File: src/rtl/flex_timer_pkg.sv
// flex_timer_pkg: shared types for the flex_timer counter block
package flex_timer_pkg;
  typedef enum logic [1:0] {
    MODE_WRAP    = 2'b00,
    MODE_SAT     = 2'b01,
    MODE_ONESHOT = 2'b10,
    MODE_RSVD    = 2'b11
  } timer_mode_t;
endpackage

File: src/rtl/flex_timer_tick_prescaler.sv
// tick_prescaler: emits one tick every prescale_val+1 enabled cycles
module tick_prescaler #(
  parameter int NUM_PRE_BITS = 4
) (
  input  logic                    clk,
  input  logic                    nrst,
  input  logic                    clear,
  input  logic                    enable,
  input  logic [NUM_PRE_BITS-1:0] prescale_val,
  output logic                    tick
);
  logic [NUM_PRE_BITS-1:0] r_cnt;
  assign tick = enable && (r_cnt == prescale_val);
  always_ff @(posedge clk or negedge nrst) begin
    if (!nrst) r_cnt <= '0;
    else if (clear) r_cnt <= '0;
    else if (enable) r_cnt <= tick ? '0 : r_cnt + 1'b1;
  end
endmodule

File: src/rtl/flex_timer.sv
// flex_timer: prescaled up/down counter with wrap, saturate and one-shot modes
module flex_timer
  import flex_timer_pkg::*;
#(
  parameter int NUM_CNT_BITS = 8,
  parameter int NUM_PRE_BITS = 4
) (
  input  logic                    clk,
  input  logic                    nrst,
  input  logic                    clear,
  input  logic                    count_enable,
  input  logic                    up_down,
  input  logic [1:0]              mode,
  input  logic                    load,
  input  logic [NUM_CNT_BITS-1:0] load_val,
  input  logic [NUM_CNT_BITS-1:0] rollover_val,
  input  logic [NUM_PRE_BITS-1:0] prescale_val,
  output logic [NUM_CNT_BITS-1:0] count_out,
  output logic                    rollover_flag,
  output logic                    rollover_pulse,
  output logic                    done
);
  logic [NUM_CNT_BITS-1:0] r_count, w_next, w_step, w_term_val, w_tick_val;
  logic r_flag, r_pulse, r_done;
  logic w_tick, w_rv_zero, w_at_term, w_event, w_wrap, w_restart;
  timer_mode_t w_mode;
  tick_prescaler #(.NUM_PRE_BITS(NUM_PRE_BITS)) u_pre (
    .clk(clk),
    .nrst(nrst),
    .clear(clear | load),
    .enable(count_enable && !r_done),
    .prescale_val(prescale_val),
    .tick(w_tick)
  );
  assign w_mode     = timer_mode_t'(mode);
  assign w_wrap     = (w_mode == MODE_WRAP) || (w_mode == MODE_RSVD);
  assign w_rv_zero  = (rollover_val == '0);
  assign w_restart  = clear | load;
  // an up count beyond rollover_val counts as sitting at the terminal
  assign w_at_term  = up_down ? (r_count >= rollover_val) : (r_count == '0);
  assign w_event    = w_tick && w_at_term && !w_rv_zero;
  assign w_term_val = up_down ? rollover_val : '0;
  assign w_step     = up_down ? r_count + 1'b1 : r_count - 1'b1;
  assign w_tick_val = w_rv_zero ? '0 :
                      !w_at_term ? w_step :
                      w_wrap ? (up_down ? '0 : rollover_val) : r_count;
  assign w_next     = clear ? '0 : load ? load_val : w_tick ? w_tick_val : r_count;
  always_ff @(posedge clk or negedge nrst) begin
    if (!nrst) begin
      r_count <= '0;
      r_flag  <= 1'b0;
      r_pulse <= 1'b0;
      r_done  <= 1'b0;
    end else begin
      r_count <= w_next;
      r_flag  <= (w_next == w_term_val) && !w_rv_zero;
      r_pulse <= !w_restart && w_event;
      r_done  <= !w_restart && (r_done || (w_event && w_mode == MODE_ONESHOT));
    end
  end
  assign count_out      = r_count;
  assign rollover_flag  = r_flag;
  assign rollover_pulse = r_pulse;
  assign done           = r_done;
endmodule
File: config.mk
export PLATFORM = sky130hd
export DESIGN_NAME = flex_timer
export DESIGN_NICKNAME = d
export VERILOG_FILES = /design/src/rtl/flex_timer_pkg.sv /design/src/rtl/flex_timer_tick_prescaler.sv /design/src/rtl/flex_timer.sv
export SDC_FILE = /design/constraint.sdc
export NUM_CORES = 1
export LEC_CHECK = 0
export CAP_MARGIN = 0
export CORE_MARGIN = 1
export CORE_UTILIZATION = 28
export DETAILED_ROUTE_END_ITERATION = 7
export SKIP_CTS_REPAIR_TIMING = 1
export SYNTH_ARGS = -nofsm -noshare
export SYNTH_HDL_FRONTEND = slang
export SYNTH_SLANG_ARGS = --single-unit
File: constraint.sdc
create_clock -name clk -period 3.4 [get_ports clk]
set_input_delay 0.34 -clock clk [delete_from_list [all_inputs] [get_ports clk]]
set_output_delay 0.34 -clock clk [all_outputs]
set_load 0.005 [all_outputs]
Yosys cells after proc, flatten, opt, wreduce, memory -nomap -nowiden

Cells that the tools add are included.

Bits in writable memories: 0
Latch bits: 0
Output and inout bits: 11
Input bits: 28
Word-level logic and storage cells: 44
Memory bits (read-only): 0
Memories kept: 0
Register bits after elaboration: 15

Eq/ne operators: 4
Multiplexer cells: 13
$add $sub $neg: 3
Magnitude comparators: 1
Shift operators: 0
Div/mod/pow operators: 0
Bitwise gates (word level): 1
Multiply operators: 0
Reductions and logical operators: 17

Operators with widths:

| cell                                             | count |
|---|---|
| two-way mux 8 bit                                | 9 |
| logical NOT 8 bit                                | 2 |
| two-way mux 4 bit                                | 3 |
| adder 8 x 1 -> 8 bit, second input constant      | 1 |
| equality test 8 bit                              | 1 |
| greater-or-equal comparator 8 bit                | 1 |
| logical AND 1 bit                                | 8 |
| subtractor 8 x 1 -> 8 bit, second input constant | 1 |
| adder 4 x 1 -> 4 bit, second input constant      | 1 |
| equality test 2 bit, second input constant       | 2 |
| equality test 4 bit                              | 1 |
| logical NOT 1 bit                                | 3 |
| logical NOT 2 bit                                | 1 |
| logical OR 1 bit                                 | 2 |
| nonzero test 2 bit                               | 1 |
| two-way mux 1 bit                                | 1 |
| bitwise OR 1 bit                                 | 1 |

Depth between registers and ports, before layout

Gate-level depths: netlist of run 1.

Depth after elaboration: 10
Mapped depth: 13
Mapped depth without buffers: 12

Modules after synthesis

Synthesis of run 1 repeated with hierarchy kept, for this count alone.

Cells, all modules: 248
Area total of the unflattened synthesis: 1998.2 um^2

Modules (own cells, without submodules):

| module         | times used | area an instance (um^2) | cells an instance |
|---|---|---|---|
| flex_timer     | 1          | 1727.9                  | 222 |
| tick_prescaler | 1          | 270.3                   | 26 |

Least setup slack after synthesis of run 1

No wires, ideal clock.

Kind: in2reg
From: in up_down
To: reg r_flag, in the netlist rollover_flag
Slack: 0.387 ns
Cell stages on the path: 13
Arrival time: 2.918 ns
Setup time: 0.096 ns
Path buffers: 1
Path through: inv_1 > clkbuf_1 > ha_1 > nor2b_1 > o31a_1 > o21a_1 > o21ai_1 > a21oi_1 > o31a_1 > or3_1 > a21boi_1 > nor3_1 > nor4_2

Word-level cells in the longest chain between the ends: 9
Elaborated cells on any way between the ends: 12
Those cells by class: 1 x eq/ne; 10 x mux; 1 x reduce/logical

Ends and longest elaborated chain:

| element                        | line             | source |
|---|---|---|
| start, declared                | flex_timer.sv:12 | `input logic up_down,` |
| two-way mux 8 bit (2 in a row) | flex_timer.sv:46 | `w_wrap ? (up_down ? '0 : rollover_val) : r_count;` |
| two-way mux 8 bit              | flex_timer.sv:45 | `!w_at_term ? w_step :` |
| two-way mux 8 bit              | flex_timer.sv:44 | `assign w_tick_val = w_rv_zero ? '0 :` |
| two-way mux 8 bit (3 in a row) | flex_timer.sv:47 | `assign w_next = clear ? '0 : load ? load_val : w_tick ? w_tick_val : r_count;` |
| equality test 8 bit (*)        | flex_timer.sv:56 | `r_flag <= (w_next == w_term_val) && !w_rv_zero;` |
| logical AND 1 bit (*)          | flex_timer.sv:56 |  |
| end signal, assigned           | flex_timer.sv:56 |  |
| end, declared                  | flex_timer.sv:24 | `logic r_flag, r_pulse, r_done;` |

Every way passes the cells marked *; elsewhere a longest branch is shown, timed or not.
A chain may end at the register's enable or synchronous reset.

Worst setup path after layout of run 1

From: in rollover_val[4]
To: reg r_flag, in the netlist rollover_flag

Word-level cells in the longest chain between the ends: 9
Elaborated cells on any way between the ends: 14
Those cells by class: 1 x order compare; 1 x eq/ne; 9 x mux; 3 x reduce/logical

Ends and longest elaborated chain:

| element                                                                | line                               | source |
|---|---|---|
| start, declared                                                        | flex_timer.sv:16                   | `input logic [NUM_CNT_BITS-1:0] rollover_val,` |
| greater-or-equal comparator 8 bit or two-way mux 8 bit (tied branches) | flex_timer.sv:40, flex_timer.sv:46 |  |
| two-way mux 1 bit or two-way mux 8 bit (tied branches)                 | flex_timer.sv:40, flex_timer.sv:46 |  |
| two-way mux 8 bit                                                      | flex_timer.sv:45                   |  |
| two-way mux 8 bit (*)                                                  | flex_timer.sv:44                   |  |
| two-way mux 8 bit (*) (3 in a row)                                     | flex_timer.sv:47                   |  |
| via w_next[4]                                                          | flex_timer.sv:23                   | `logic [NUM_CNT_BITS-1:0] r_count, w_next, w_step, w_term_val, w_tick_val;` |
| equality test 8 bit (*)                                                | flex_timer.sv:56                   |  |
| logical AND 1 bit (*)                                                  | flex_timer.sv:56                   |  |

Mark *: on every way through the listed nets, which the timed path passes. The rest lies on a longest branch.

==> impl_metrics.py, run 1 <==
metrics = {
    "drt": {
        "wl_per_cell_um": 14.55,
        "first_iter_violations": 107,
        "num_vias": 1780,
        "wirelength_um": 4975,
        "dr.pass1.iters": 4,
        "antenna_left": 0,
        "drc": 0,
        "routed_via_density": 5.205,
    },
    "power": {
        "leakage_nw": 1.058,
        "power.share.combinational_pct": 44.8,
        "clockPowerShare_pct": 23.3,
        "switchingPower_w": 0.0002092,
        "p_per_area_nw_per_um2": 253.9,
        "finalPower_w": 0.0006243,
        "pwr-share-seq_pct": 32.0,
        "peakVddDrop_uv": 131.0,
        "internal_power_w": 0.0004151,
        "switching_share_pct": 33.52,
    },
    "die": {
        "die_w_um": 80.98,
        "initial_core_util_pct": 29.33,
        "rows": 28,
        "ioPinCount": 39,
        "core_um2": 5956,
        "die_h_um": 80.98,
        "die_area_um2": 6558,
    },
    "timing": {
        "worst_pin_slew_ps": 690.7,
        "setup_violations": 0,
        "fmax_mhz": 315.2,
        "skew_ps": 2.256,
        "min_period_over_period_pct": 93.31,
        "rsz0062_at_grt": "false",
        "min_period_ps": 3173,
        "worst_slew_margin_rel_pct": 53.81,
        "final-hold-violation-count": 0,
        "hold_ws_ps": 508.0,
        "drv_slew": 0,
    },
    "cells_and_area": {
        "nets": 313,
        "drive_gt1_share_pct": 21.35,
        "mostFrequentLayoutCell": "clkdlybuf4s50_1",
        "antenna_cells": 0,
        "syn_to_final_growth_pct": 40.76,
        "final_cell_mix": "clkdlybuf4s50_1 (38), buf_4 (29), ha_1 (16), a21oi_1 (15), dfrtp_1 (15)",
        "fin_area_um2": 2459,
        "fillers": 618,
    },
    "worst_setup_path": {
        "worstSetupStartpointType": "primary input",
        "worstReg2RegStart": "count_out[4]",
        "cpMostUsedCell": "mux2_4",
        "crit_type": "primary input to flip-flop",
        "critPathSlowestCell": "clkdlybuf4s50_1",
        "arrival_ps": 3300,
        "required_ps": 3530,
        "startpoint": "rollover_val[4]",
        "endpoint_kind": "flip-flop",
        "slowest_delay_ps": 490,
        "reg2reg_slack_ps": 400,
        "cp_cell_sequence": "clkdlybuf4s50_1, inv_1, ha_1, a21oi_1, nor2_1, a2111oi_2, a21oi_2, buf_4, mux2_4, a221oi_2, nor3_2, mux2_4, a41oi_2, nor4_2",
        "cp_max_fo": 3,
    },
    "clock_network": {
        "clk_path_buf_depth": 2,
        "htree_levels": 1,
        "cts_root_buf": "clkbuf_8",
        "clock_latency_ps": 250,
        "cts_tree": "built",
        "clkSinkCount": 15,
        "clk_pin_slew_ps": 60,
        "cts_buffers": 3,
    },
    "synth": {
        "avgSynthCellArea_um2": 8.604,
        "synth_edf_count": 0,
        "ys_types": 56,
        "yosysWarnings": 0,
        "synth-async-reset-ratio_pct": 100.0,
        "syn-cell-area_um2": 1747,
        "synthFlopType": "dfrtp_1",
        "synthCells": 203,
        "ys_ff_latch": 15,
        "synthesis.nets": 248,
        "ys_seq_area_share_pct": 21.49,
    },
    "place": {
        "place_area_um2": 2402,
        "portBuffers": 38,
        "dpl.hpwl_um": 4079,
        "gp_congestion": 0.9059,
    },
    "job": {
        "drv_cap": 0,
    },
    "worst_hold_path": {
        "hold_class": "primary input to async pin",
    },
    "global_routing": {
        "grt_max_degree": 17,
        "grt_overflow": 0,
        "track_usage_pct": 15.80,
        "grt_pass1_vias": 1685,
        "grt_first_pass_wirelength_um": 8100,
        "antenna_found_initial": 0,
    },
    "outcome": {
        "outcome": "finished, final reports clean",
    },
}
-- critical path: cells and delay by family --
family | cells | cell delay [ps]
compound gates | 5 | 1090
fa+ha+maj | 1 | 310
buf+inv | 3 | 700
mux | 2 | 610
simple gates | 3 | 250
-- per-layer routing --
metal,vias up,track usage (%),part of all wire [%]
met5,-,0,0
met4,0,1.429,0.12
met3,3,1.685,4.2
met2,51,24.37,44
met1,838,24.15,52
li1,888,-,-
-- layout make-up --
cell class	count	area [um^2]	area share, %
Clock buffer	4	45.04	1.832
Inverter	14	52.55	2.137
Timing Repair Buffer	67	598.1	24.33
Sequential cell	15	375.4	15.27
Tap cell	75	93.84	3.817
Multi-Input combinational cell	167	1294	52.62
-- through the flow --
step / setup WS [ps] / std cells / utilization (%) / TNS, ps
2_1_floorplan: 386.8 / 203 / - / 0
3_3_place_gp: -55.25 / 338 / 40.34 / -55.25
3_5_place_dp: -98.97 / 338 / 40.34 / -98.97
4_1_cts: 154.9 / 342 / 41.09 / 0
5_1_grt: 10.89 / 342 / 41.28 / 0
6_report: 227.5 / 342 / 41.28 / 0
-- path summary, 6_finish.rpt --
check / endpoint / depth (start not counted)
worst max-delay path: rollover_flag / 14
worst min-delay path: rollover_pulse / 1
worst max register to register: rollover_flag / 12
worst min register to register: done / 1
max in group asynchronous: u_pre.r_cnt[3] / 1
min in group clk: done / 1
-- state kept, by name (all words and copies together), names as in the netlist --
name,count
u_pre.r_cnt,4
done,1
rollover_pulse,1
count_out,8
rollover_flag,1
-- power by group through the flow --
| stage | Clock (W) | Combinational [W] | Sequential (W) |
|---|---|---|---|
| 2_1_floorplan | 0 | 0.000161 | 0.000199 |
| 3_3_place_gp | 0 | 0.000275 | 0.000203 |
| 3_5_place_dp | 0 | 0.000276 | 0.000203 |
| 4_1_cts | 0.000148 | 0.000278 | 0.000200 |
| 5_1_grt | 0.000155 | 0.000309 | 0.000201 |
| 6_report | 0.000145 | 0.000280 | 0.000200 |
-- cells in the mapped netlist, types with 4 or more instances --
cell | count | area share [%]
a21oi_1 | 15 | 4.3
a31oi_1 | 4 | 1.4
clkbuf_1 | 4 | 0.86
dfrtp_1 | 15 | 21
ha_1 | 16 | 11
inv_1 | 14 | 3.0
mux2i_1 | 4 | 2.3
nand2_1 | 12 | 2.6
nand3_1 | 8 | 2.3
nor2_1 | 10 | 2.1
nor2b_1 | 10 | 3.6
nor3_1 | 5 | 1.4
nor4_1 | 6 | 2.1
o21ai_0 | 11 | 3.2
xnor2_1 | 6 | 3.0
xor2_1 | 6 | 3.0
-- kinds of logic after synthesis --
family	synth area share [%]
compound gates	26.79
fa+ha+maj	12.61
buf+inv	5.086
simple gates	22.42
mux	4.656
flops	21.49
xor+xnor	6.949
Power figures use the tool's default switching activity.
==> inputs of run 2 (changes only) <==
==> constraint.sdc (replaced) <==
create_clock -name clk -period 3.4 [get_ports clk]
set_input_delay 0.34 -clock clk [delete_from_list [all_inputs] [get_ports clk]]
set_output_delay 0.34 -clock clk [all_outputs]
set_load 0.05 [all_outputs]
==> results of run 2 <==
Same layout as run 1 (identical final DEF). Status: finished, final reports clean.
Main changes from that run: total power 0.0006243 W -> 0.0006478 W
==> inputs of run 3 (changes only) <==
--- a/config.mk
+++ b/config.mk
@@ -7,8 +7,9 @@
 export LEC_CHECK = 0
 export CAP_MARGIN = 0
 export CORE_MARGIN = 1
-export CORE_UTILIZATION = 28
+export CORE_UTILIZATION = 45
 export DETAILED_ROUTE_END_ITERATION = 7
+export PLACE_DENSITY = 0.75
 export SKIP_CTS_REPAIR_TIMING = 1
 export SYNTH_ARGS = -nofsm -noshare
 export SYNTH_HDL_FRONTEND = slang
==> constraint.sdc (replaced) <==
create_clock -name clk -period 2.9 [get_ports clk]
set_input_delay 0.58 -clock clk [delete_from_list [all_inputs] [get_ports clk]]
set_output_delay 0.58 -clock clk [all_outputs]
set_load 0.05 [all_outputs]
==> run 3 against run 2 <==
- the run now ends with negative setup slack left
- combinational power increased by 66%
- sequential share of layout area shrank 2.5 points
- worst hold slack improved by 64 ps
- non-clock buffer count increased by 38
- cell count rose by 3.2%
- largest cell class unchanged
- largest power group unchanged
==> impl_metrics.py, run 3 (synthesis results as in run 1) <==
metrics = {
    "outcome": {
        "violations": "negative setup slack",
        "outcome": "complete, but fails checks",
    },
    "cells_and_area": {
        "drive_gt1_share_pct": 46.23,
        "fin_cells": 353,
        "syn_to_final_growth_pct": 71.92,
        "nets": 351,
        "final_cell_mix": "buf_4 (65), clkdlybuf4s50_1 (29), a21oi_1 (13), nand2_1 (12)",
        "mostFrequentLayoutCell": "buf_4",
        "antenna_cells": 0,
        "largest_reg_flops": 8,
    },
    "die": {
        "initial_core_util_pct": 47.35,
        "ioPinCount": 39,
        "die_area_um2": 4134,
        "die_h_um": 64.30,
        "rows": 22,
        "core_um2": 3689,
        "die_w_um": 64.30,
    },
    "place": {
        "dpl.hpwl_um": 4475,
        "gp_congestion": 0.9688,
        "portBuffers": 38,
        "dp.cells": 339,
    },
    "global_routing": {
        "use_met1_pct": 35.01,
        "grt_overflow": 0,
        "antenna_found_initial": 0,
        "grt.busiest_layer": "met2",
        "grt_first_pass_wirelength_um": 9266,
        "grtUsageMet2_pct": 51.45,
        "track_usage_pct": 29.44,
        "grtUsageMet3_pct": 6.607,
        "grt_pass1_vias": 1992,
        "grt_max_degree": 16,
    },
    "worst_setup_path": {
        "worstSetupStartpointType": "primary input",
        "required_ps": 3070,
        "cp_max_fo": 4,
        "arrival_ps": 3080,
        "crit_type": "primary input to flip-flop",
        "endpoint_kind": "flip-flop",
        "reg2reg_slack_ps": 0,
    },
    "clock_network": {
        "htree_levels": 1,
        "cts_root_buf": "clkbuf_8",
        "cts_tree": "built",
        "clk_pin_slew_ps": 80,
        "cts_buffers": 3,
        "clkSinkCount": 15,
        "clock_latency_ps": 270,
        "clk_path_buf_depth": 2,
    },
    "power": {
        "switchingPower_w": 0.0003595,
        "switching_share_pct": 38.94,
        "leakage_nw": 1.313,
        "clockPowerShare_pct": 20.6,
        "finalPower_w": 0.0009232,
        "internal_power_w": 0.0005637,
        "pwr-share-seq_pct": 24.9,
        "p_per_area_nw_per_um2": 307.4,
        "power.share.combinational_pct": 54.4,
        "peakVddDrop_uv": 360.7,
    },
    "drt": {
        "antenna_left": 0,
        "wirelength_um": 6579,
        "dr.pass1.iters": 4,
        "wl_per_cell_um": 18.64,
        "num_vias": 2111,
        "first_iter_violations": 153,
        "routed_via_density": 5.980,
        "drc": 0,
    },
    "timing": {
        "worst_slack_ps": -7.714,
        "skew_ps": 7.932,
        "min_period_over_period_pct": 100.3,
        "setup_violations": 1,
        "drv_slew": 0,
        "min_period_ps": 2908,
        "worst_pin_slew_ps": 779.3,
        "worst_slew_margin_rel_pct": 47.88,
        "fmax_mhz": 343.9,
        "rsz0062_at_grt": "true",
        "final-hold-violation-count": 0,
    },
    "job": {
        "drv_cap": 0,
    },
    "worst_hold_path": {
        "hold_class": "flip-flop to flip-flop",
    },
}
## run 3: worst max-delay path: stages
cell and delay, ps:
dlymetal6s2s_1 130, inv_1 70, ha_1 290, o21ai_0 100, a211o_1 320, a21oi_4 250, mux2_4 340, a221oi_4 260
nor3_4 90, xnor2_2 210, a41oi_4 140, nor4_2 300
## run 3: stage by stage
stage / cell area (um^2) / utilization (%) / setup TNS (ps) / hold WS (ps) / setup WS [ps]
finish: 3003 / 81.41 / -7.714 / 572.0 / -7.714
global route: 3003 / 81.41 / -149.4 / 588.0 / -149.4
CTS: 2654 / 71.95 / -784.2 / 578.8 / -549.1
floorplan: 1785 / - / 0 / 284.4 / 15.09
global placement: 2608 / 70.69 / -1782 / 550.8 / -786.0
detailed placement: 2608 / 70.69 / -2164 / 557.2 / -830.1
## run 3: metal layers
metal	vias up	routed length [um]	share of wire [%]
met5	-	0	0
met4	0	282	4.3
li1	956	-	-
met1	1000	2609	40
met3	30	539	8.2
met2	125	3148	48
## run 3: worst paths after layout
path,from,to,cells past startpoint
worst max register to register,count_out[2],rollover_flag,11
worst min-delay path,done,done,1
max in group asynchronous,nrst,count_out[5],1
worst max-delay path,rollover_val[3],rollover_flag,12
min in group asynchronous,nrst,rollover_flag,1
worst min register to register,done,done,1
## run 3: area by class of cell
type / count / area, um^2
multi-input combinational: 167 / 1574
timing repair buffer: 105 / 882.1
fill: 234 / 685.7
sequential: 15 / 382.9
tap: 48 / 60.06
inverter: 14 / 57.56
clock buffer: 3 / 41.29
clock inverter: 1 / 5.005
## run 3: power by group through the flow
stage	sequential (W)	combinational (W)	clock (W)
final	0.000230	0.000502	0.000191
after global placement	0.000231	0.000399	0
after global routing	0.000231	0.000531	0.000201
after detailed placement	0.000231	0.000407	0
after CTS	0.000227	0.000410	0.000192
after floorplan	0.000262	0.000193	0
